<file path="config.mk">
export PLATFORM = sky130hd
export DESIGN_NAME = chunked_serial_adder
export DESIGN_NICKNAME = d
export VERILOG_FILES = /design/src/rtl/chunked_serial_adder.sv
export SDC_FILE = /design/constraint.sdc
export NUM_CORES = 1
export LEC_CHECK = 0
export BUFFER_PORTS_ARGS = -buffer_cell sky130_fd_sc_hd__buf_4
export CAP_MARGIN = 25
export CORE_MARGIN = 2
export CORE_UTILIZATION = 40
export CTS_BUF_LIST = sky130_fd_sc_hd__clkbuf_4 sky130_fd_sc_hd__clkbuf_8
export DETAILED_ROUTE_END_ITERATION = 6
export GPL_TIMING_DRIVEN = 1
export PLACE_DENSITY_LB_ADDON = 0.08
export SYNTH_ARGS = -nofsm -noshare
export SYNTH_HDL_FRONTEND = slang
export SYNTH_SLANG_ARGS = --single-unit
</file>
<file path="constraint.sdc">
create_clock -name clk -period 4.82 [get_ports clk]
set_input_delay 0.482 -clock clk [delete_from_list [all_inputs] [get_ports clk]]
set_output_delay 0.482 -clock clk [all_outputs]
set_load 0.02 [all_outputs]
</file>
<file path="src/rtl/chunked_serial_adder.sv">
// rtl/chunked_serial_adder.sv - multi-cycle chunked adder/subtractor with start/done handshake
module chunked_serial_adder #(
  parameter int WIDTH = 16,
  parameter int CHUNK = 4
) (
  input  logic             clk,
  input  logic             rst_n,
  input  logic             start,
  input  logic             sub,
  input  logic [WIDTH-1:0] A,
  input  logic [WIDTH-1:0] B,
  input  logic             Cin,
  output logic             ready,
  output logic             done,
  output logic [WIDTH-1:0] S,
  output logic             Cout,
  output logic             V
);

  localparam int NCHUNK = WIDTH / CHUNK;
  localparam int KW     = (NCHUNK > 1) ? $clog2(NCHUNK) : 1;

  if ((CHUNK < 1) || ((WIDTH % CHUNK) != 0)) begin : g_bad_chunk
    $error("chunked_serial_adder: WIDTH must be a multiple of CHUNK");
  end

  typedef enum logic [1:0] {IDLE, RUN, FIN} state_t;

  state_t           state_q, state_d;
  logic [WIDTH-1:0] a_q, a_d, b_q, b_d, psum_q, psum_d, s_q, s_d;
  logic             carry_q, carry_d, cmsb_q, cmsb_d;
  logic             cout_q, cout_d, v_q, v_d, done_q, done_d;
  logic [KW-1:0]    k_q, k_d;

  int               base;
  logic [CHUNK-1:0] a_chunk, b_chunk;
  logic [CHUNK:0]   chunk_sum;

  always_comb begin
    state_d = state_q;
    a_d     = a_q;
    b_d     = b_q;
    psum_d  = psum_q;
    carry_d = carry_q;
    cmsb_d  = cmsb_q;
    k_d     = k_q;
    s_d     = s_q;
    cout_d  = cout_q;
    v_d     = v_q;
    done_d  = 1'b0;

    base      = int'(k_q) * CHUNK;
    a_chunk   = a_q[base +: CHUNK];
    b_chunk   = b_q[base +: CHUNK];
    chunk_sum = {1'b0, a_chunk} + {1'b0, b_chunk} + {{CHUNK{1'b0}}, carry_q};

    case (state_q)
      IDLE: begin
        if (start) begin
          a_d     = A;
          b_d     = sub ? ~B : B;
          carry_d = sub ? 1'b1 : Cin;
          k_d     = '0;
          state_d = RUN;
        end
      end
      RUN: begin
        psum_d[base +: CHUNK] = chunk_sum[CHUNK-1:0];
        carry_d = chunk_sum[CHUNK];
        if (k_q == KW'(NCHUNK - 1)) begin
          // Carry into the MSB recovered from the sum bit and its two operand bits.
          cmsb_d  = chunk_sum[CHUNK-1] ^ a_chunk[CHUNK-1] ^ b_chunk[CHUNK-1];
          state_d = FIN;
        end else begin
          k_d = k_q + KW'(1);
        end
      end
      FIN: begin
        done_d  = 1'b1;
        s_d     = psum_q;
        cout_d  = carry_q;
        v_d     = cmsb_q ^ carry_q;
        state_d = IDLE;
      end
      default: state_d = IDLE;
    endcase
  end

  always_ff @(posedge clk or negedge rst_n) begin
    if (!rst_n) begin
      state_q <= IDLE;
      a_q     <= '0;
      b_q     <= '0;
      psum_q  <= '0;
      carry_q <= 1'b0;
      cmsb_q  <= 1'b0;
      k_q     <= '0;
      s_q     <= '0;
      cout_q  <= 1'b0;
      v_q     <= 1'b0;
      done_q  <= 1'b0;
    end else begin
      state_q <= state_d;
      a_q     <= a_d;
      b_q     <= b_d;
      psum_q  <= psum_d;
      carry_q <= carry_d;
      cmsb_q  <= cmsb_d;
      k_q     <= k_d;
      s_q     <= s_d;
      cout_q  <= cout_d;
      v_q     <= v_d;
      done_q  <= done_d;
    end
  end

  assign ready = (state_q == IDLE);
  assign done  = done_q;
  assign S     = s_q;
  assign Cout  = cout_q;
  assign V     = v_q;

endmodule
</file>
==> results.cfg, run 1 <==
[final_layout]
final_non_filler_cell_total = 410
num-nets-final = 351
drive_above_1_share_pct = 37.66
syn_to_final_growth_pct = 21.52
layout.core_utilization_pct = 50.85
insertedDiodeCount = 0

[synth]
postSynthRegisterBits = 73
post_synth_main_area_contributors = sky130_fd_sc_hd__dfrtp_1, sky130_fd_sc_hd__mux2_2, sky130_fd_sc_hd__mux4_2
leading_cell_type_by_number_of_instances_after_synthesis = sky130_fd_sc_hd__dfrtp_1
asyncSetResetFlopFracSynth_pct = 100.0
netlist.top_cell.by_area = sky130_fd_sc_hd__dfrtp_1
syn_area_per_cell_sq_um = 13.28
netlist-cell-type-count = 27
synth.yosys.seq_area_share_pct = 55.92
netlist_top_cells_count = sky130_fd_sc_hd__dfrtp_1, sky130_fd_sc_hd__mux2_2, sky130_fd_sc_hd__nor2_1, sky130_fd_sc_hd__xnor2_1, sky130_fd_sc_hd__a21oi_1
synth_edf_count = 0
proportion_of_netlist_area_held_by_the_largest_area_contributor_pct = 55.92
prevailing_post_synth_register_cell = sky130_fd_sc_hd__dfrtp_1
postSynthNetCount = 294
mapped_cells = 246
mappedNetlistArea_sq_um = 3267
synth_warnings = 0

[clock_network]
tritoncts.num_buffers = 9
cts_tree = done
clock_insertion_delay_worst_skew_ns = 0.34
clock-sinks = 73
cts-root-buf = sky130_fd_sc_hd__clkbuf_8
clkSlewWorstSetupHoldPaths_ns = 0.08
cts_repair_resize_count = 0
postCtsHoldBufs = 0
clock_tree_buffer_depth = 2
htreeDepth = 3
post-cts-setup-buffer-count = 0

[critical_path]
cpPeakStageDelay_ns = 0.84
critical_path_startpoint_category = register
setup.worst_path.end_class = register
crit_path_max_fanout = 16
logic_depth_of_the_worst_path_buffers_included = 6
criticalPathCategory = register to register
timing.critical_path.slowest_stage_cell = sky130_fd_sc_hd__dfrtp_1
worstPathCellList = mux4_2 -> fa_1 -> fa_1 -> xor2_1 -> nand3_1 -> o21ai_0
critical_path.most_common_cell = sky130_fd_sc_hd__fa_1
cp.required_ns = 5.08
worstPathBufferInverterCount = 0
cpLargestDelayFamily = adder cells
critical_path_arrival_ns = 3.21
ff2ff_path_depth = 6

[drt]
firstDrtPassIters = 4
dr.first_iter.drc_count = 77
route.vias.total = 2020
route.detailed.drc = 0
ratio_of_routed_vias_to_standard_cells = 4.927
drt.antenna.violating_nets = 0
route.detailed.wl_per_inst_um = 14.65
route.final.wire_length_um = 6005

[global_route]
pin_count_of_the_biggest_net_entering_global_routing = 74
first_pass_grt_wire_length_um = 10070
global_route.overflow_total = 0
grt_pass1_vias = 1989
grt_usage_pct = 14.96
antenna_found_initial = 0

[sta]
timing.final.setup_violations = 0
final_min_period_over_clock_period_pct = 61.30
final_max_slew_viol_count = 0
worst_slew_pin_slew_ns = 0.8899
hold_violations = 0
clock_skew_ns = 0.01161
rsz_0062_raised_after_global_routing = false
fmaxAchievable_mhz = 338.4
fin_setup_tns_ns = 0
post-route-min-period_ns = 2.955
worst_slew_margin_rel_pct = 40.67
hold-worst-slack_ns = 0.2648

[job]
maxCapViolations = 0

[status]
run_status = finished clean

[placement]
place.detailed.hpwl_um = 4178
buffers_added_on_ports = 56
placed_cells = 394
place.gp.congestion = 0.7835

[pwr]
power_per_cell_area_nw_per_um2 = 704.3
power.leakage_nw = 1.864
worst_ir_drop_vdd_v = 0.0003351

[floorplanning]
start_util_pct = 41.84
coreArea_sq_um = 7807
std_cell_rows = 32
fp.dieH_um = 94.37
design.die.area_sq_um = 8906
io_pins = 57
die_width_um = 94.37

[hold_path]
worst_hold_path_type = input pin to async pin
registers in the layout, indices dropped and copies added, names as in the netlist, 2 cells and up:
register  cells
k_q           2
state_q       2
b_q          16
psum_q       16
a_q          16
S            16
layout make-up:
class	instances	area, sq um
Inverter	5	18.77
Fill cell	734	3837
Tap cell	102	127.6
Sequential cell	73	1827
Clock inverter	5	38.79
Multi-Input combinational cell	157	1379
Timing Repair Buffer	57	427.9
Clock buffer	11	151.4
layer usage:
layer  global-route usage [%]  wire [um]  vias up
li1                         -          -      978
met1                    21.07       2898      994
met2                    22.56       2872       43
met3                    3.113        187        5
met4                    6.522         46        0
met5                        0          0        -
report_power, final:
part	internal, mW	switching, mW
Clock	0.218	0.236
Combinational	0.668	0.642
Sequential	0.853	0.180
Total	1.74	1.06
final timing paths:
check                              startpoint                     to  slack, ns
setup / recovery           k_q[0]$_DFFE_PN0P_  psum_q[2]$_DFFE_PN0P_       1.87
hold / removal                          rst_n         done$_DFF_PN0_       0.26
setup reg to reg           k_q[0]$_DFFE_PN0P_  psum_q[2]$_DFFE_PN0P_       1.87
hold reg to reg                 V$_DFFE_PN0P_          V$_DFFE_PN0P_       0.51
max in group asynchronous               rst_n    b_q[13]$_DFFE_PN0P_       3.98
min in group clk                         A[4]     a_q[4]$_DFFE_PN0P_       0.37
per-stage QoR:
step                instance area [sq um]  setup WS [ns]  total power [mW]
floorplan                            3267          2.176             1.995
global placement                     3780          1.893             2.356
detailed placement                   3780          1.827             2.379
CTS                                  3970          1.824             2.840
global route                         3970          1.604             3.022
finish                               3970          1.865             2.796
layout by cell type (no fill, tap or decap), drive strengths merged, types with 2 or more instances in the layout:
cell and instances:
nand2 11, xnor2 19, mux4 8, and3 2
inv 6, buf 57, a22o 16, nor2 22
a21oi 18, clkinv 3, dfrtp 73, mux2 34
nand2b 2, fa 2, o21ai 4, ha 9
a21o 2, nor3b 2, clkbuf 11
cell families (layout without fill, tap and decap cells):
family,count (synthesis),in the layout,synth area share [%]
AOI/OAI and AO/OA,41,41,8.349
xor gates and xnor gates,21,21,6.051
adders and majority gates,11,11,4.673
buffers and inverters,16,78,2.068
DFF,73,73,55.92
muxes,42,42,17.23
and+or+nand+nor,42,42,5.707
(Power assumes the default switching activity.)
==> inputs of run 2 (changes only) <==
- ABC_AREA: unset -> 1
- clock period: 4.82 -> 2.8 ns (I/O delays scaled with it)
==> run 2 against run 1 <==
Routed wire length is 23% higher. Hold slack worse by 0.23 ns. Register-to-register slack lost 1.5 ns. Die area up 6.4%. Largest power group unchanged. Global-route usage is 1.4 points higher. Sequential power up 73%. Count of clock-buffer cells in the layout increased by 1. Clock power grew 84%.
==> results.cfg, run 2 <==
[clock_network]
htreeDepth = 3
clock_tree_buffer_depth = 2
postCtsHoldBufs = 0
cts_repair_resize_count = 0
cts_tree = done
tritoncts.num_buffers = 9
post-cts-setup-buffer-count = 0
clock_insertion_delay_worst_skew_ns = 0.34
clock-sinks = 73
clkSlewWorstSetupHoldPaths_ns = 0.07
cts-root-buf = sky130_fd_sc_hd__clkbuf_8

[synth]
leading_cell_type_by_number_of_instances_after_synthesis = sky130_fd_sc_hd__nand2_1
asyncSetResetFlopFracSynth_pct = 100.0
postSynthNetCount = 440
netlist_top_cells_count = sky130_fd_sc_hd__nand2_1, sky130_fd_sc_hd__dfrtp_1, sky130_fd_sc_hd__o21ai_0, sky130_fd_sc_hd__inv_1, sky130_fd_sc_hd__xnor2_1
synth.yosys.seq_area_share_pct = 52.42
synth_edf_count = 0
proportion_of_netlist_area_held_by_the_largest_area_contributor_pct = 52.42
mapped_cells = 392
mappedNetlistArea_sq_um = 3485
syn_area_per_cell_sq_um = 8.889
netlist-cell-type-count = 26
prevailing_post_synth_register_cell = sky130_fd_sc_hd__dfrtp_1
postSynthRegisterBits = 73
netlist.top_cell.by_area = sky130_fd_sc_hd__dfrtp_1
post_synth_main_area_contributors = sky130_fd_sc_hd__dfrtp_1, sky130_fd_sc_hd__nand2_1, sky130_fd_sc_hd__o21ai_0
synth_warnings = 0

[sta]
fin_setup_tns_ns = 0
final_max_slew_viol_count = 0
hold_violations = 0
worst_slew_pin_slew_ns = 0.9282
clock_skew_ns = 0.007372
final_min_period_over_clock_period_pct = 88.50
worst_slew_margin_rel_pct = 38.12
rsz_0062_raised_after_global_routing = false
fmaxAchievable_mhz = 403.5
post-route-min-period_ns = 2.478
timing.final.setup_violations = 0

[pwr]
power.leakage_nw = 2.094
worst_ir_drop_vdd_v = 0.0004800
share_comb_of_total_power_pct = 48.6
power_frac_seq_pct = 35.0
power_per_cell_area_nw_per_um2 = 1215
p_clk_share_pct = 16.4
switching_power_mw = 2.173
p_sw_share_pct = 42.80
p_int_mw = 2.905

[critical_path]
critical_path_startpoint_category = register
criticalPathCategory = register to register
critical_path_arrival_ns = 2.70
crit_path_max_fanout = 17
cp.required_ns = 3.02
setup.worst_path.end_class = register

[drt]
route.detailed.drc = 0
route.vias.total = 2691
route.detailed.wl_per_inst_um = 13.11
dr.first_iter.drc_count = 77
ratio_of_routed_vias_to_standard_cells = 4.797
route.final.wire_length_um = 7357
firstDrtPassIters = 6
drt.antenna.violating_nets = 0

[global_route]
globalRouteMet1Util_pct = 22.38
globalRouteMet3Util_pct = 3.741
grt_pass1_vias = 2557
global_route.overflow_total = 0
antenna_found_initial = 0
pin_count_of_the_biggest_net_entering_global_routing = 74
globalRouteMet2Util_pct = 25.85
top_usage_layer_grt = met2
grt_usage_pct = 16.34
first_pass_grt_wire_length_um = 12450

[placement]
place.gp.congestion = 0.8383
buffers_added_on_ports = 56
place.detailed.hpwl_um = 5267

[final_layout]
syn_to_final_growth_pct = 19.96
fillCellCount = 894
layout.core_utilization_pct = 48.65
layout_common_cells = sky130_fd_sc_hd__nand2_1, sky130_fd_sc_hd__dfrtp_1, sky130_fd_sc_hd__buf_4
num-nets-final = 497
final_common_cell = sky130_fd_sc_hd__nand2_1
insertedDiodeCount = 0
drive_above_1_share_pct = 21.41

[job]
maxCapViolations = 0

[floorplanning]
coreArea_sq_um = 8593
fp.dieH_um = 97.34
std_cell_rows = 34
die_width_um = 97.34
start_util_pct = 40.55
design.die.area_sq_um = 9474
io_pins = 57

[status]
run_status = finished clean

[hold_path]
worst_hold_path_type = input pin to async pin
==> run 2: worst paths after layout <==
kind	end	cells after the start	startpoint	slack, ns
max in group asynchronous	a_q[14]$_DFFE_PN0P_	1	rst_n	2.12
worst max-delay path	psum_q[6]$_DFFE_PN0P_	9	k_q[0]$_DFFE_PN0P_	0.32
worst max register to register	psum_q[6]$_DFFE_PN0P_	9	k_q[0]$_DFFE_PN0P_	0.32
min in group clk	a_q[6]$_DFFE_PN0P_	3	A[6]	0.13
worst min-delay path	S[1]$_DFFE_PN0P_	1	rst_n	0.04
worst min register to register	S[15]$_DFFE_PN0P_	2	S[15]$_DFFE_PN0P_	0.48
==> run 2: worst max-delay path, stage by stage, from the launching register on <==
cell	delay (ns)
sky130_fd_sc_hd__dfrtp_1	0.49
sky130_fd_sc_hd__inv_2	0.19
sky130_fd_sc_hd__o21ai_0	0.18
sky130_fd_sc_hd__o22ai_1	0.12
sky130_fd_sc_hd__fa_1	0.45
sky130_fd_sc_hd__fa_1	0.42
sky130_fd_sc_hd__xnor2_1	0.27
sky130_fd_sc_hd__nor2_1	0.07
sky130_fd_sc_hd__nand2_1	0.10
sky130_fd_sc_hd__o22ai_1	0.07
==> run 2: area by class of cell <==
cell class / count / area, sq um / share of cell area [%]
inverters: 35 / 133.9 / 3.203
repair buffers: 63 / 473.0 / 11.31
clock buffers: 12 / 158.9 / 3.801
flip-flops and latches: 73 / 1827 / 43.70
multi-input cells: 267 / 1413 / 33.79
well taps: 108 / 135.1 / 3.233
clock inverters: 3 / 40.04 / 0.9578
==> run 2: per-layer routing <==
| layer | share of wire [%] | up-vias |
|---|---|---|
| met5 | 0 | - |
| met1 | 49 | 1263 |
| met4 | 0.95 | 0 |
| li1 | - | 1374 |
| met3 | 3.3 | 6 |
| met2 | 47 | 48 |
==> run 2: cell families after synthesis <==
family	after synthesis	synth area share, %
xor gates and xnor gates	18	4.524
adders and majority gates	11	4.381
buffers and inverters	52	7.038
DFF	73	52.42
and+or+nand+nor	166	20.36
AOI/OAI and AO/OA	72	11.27
==> run 2: stage by stage <==
stage                     instances  cell area, sq um  total power [mW]  setup WS (ns)  hold slack, ns
after floorplan                 392              3485             3.544         0.4428        -0.01559
after global placement          546              3981             4.242         0.4056          0.4663
after detailed placement        546              3981             4.275         0.3203          0.4677
after CTS                       561              4180             5.128         0.3179         0.09007
after global routing            561              4180             5.555         0.1166          0.1208
final                           561              4180             5.078         0.3220         0.03891
==> run 2: power by group through the flow <==
stage	sequential [mW]	clock (mW)	combinational (mW)
final	1.78	0.834	2.47
after detailed placement	1.80	0	2.47
after CTS	1.78	0.858	2.49
after global placement	1.80	0	2.44
after floorplan	1.85	0	1.69
after global routing	1.83	0.905	2.82
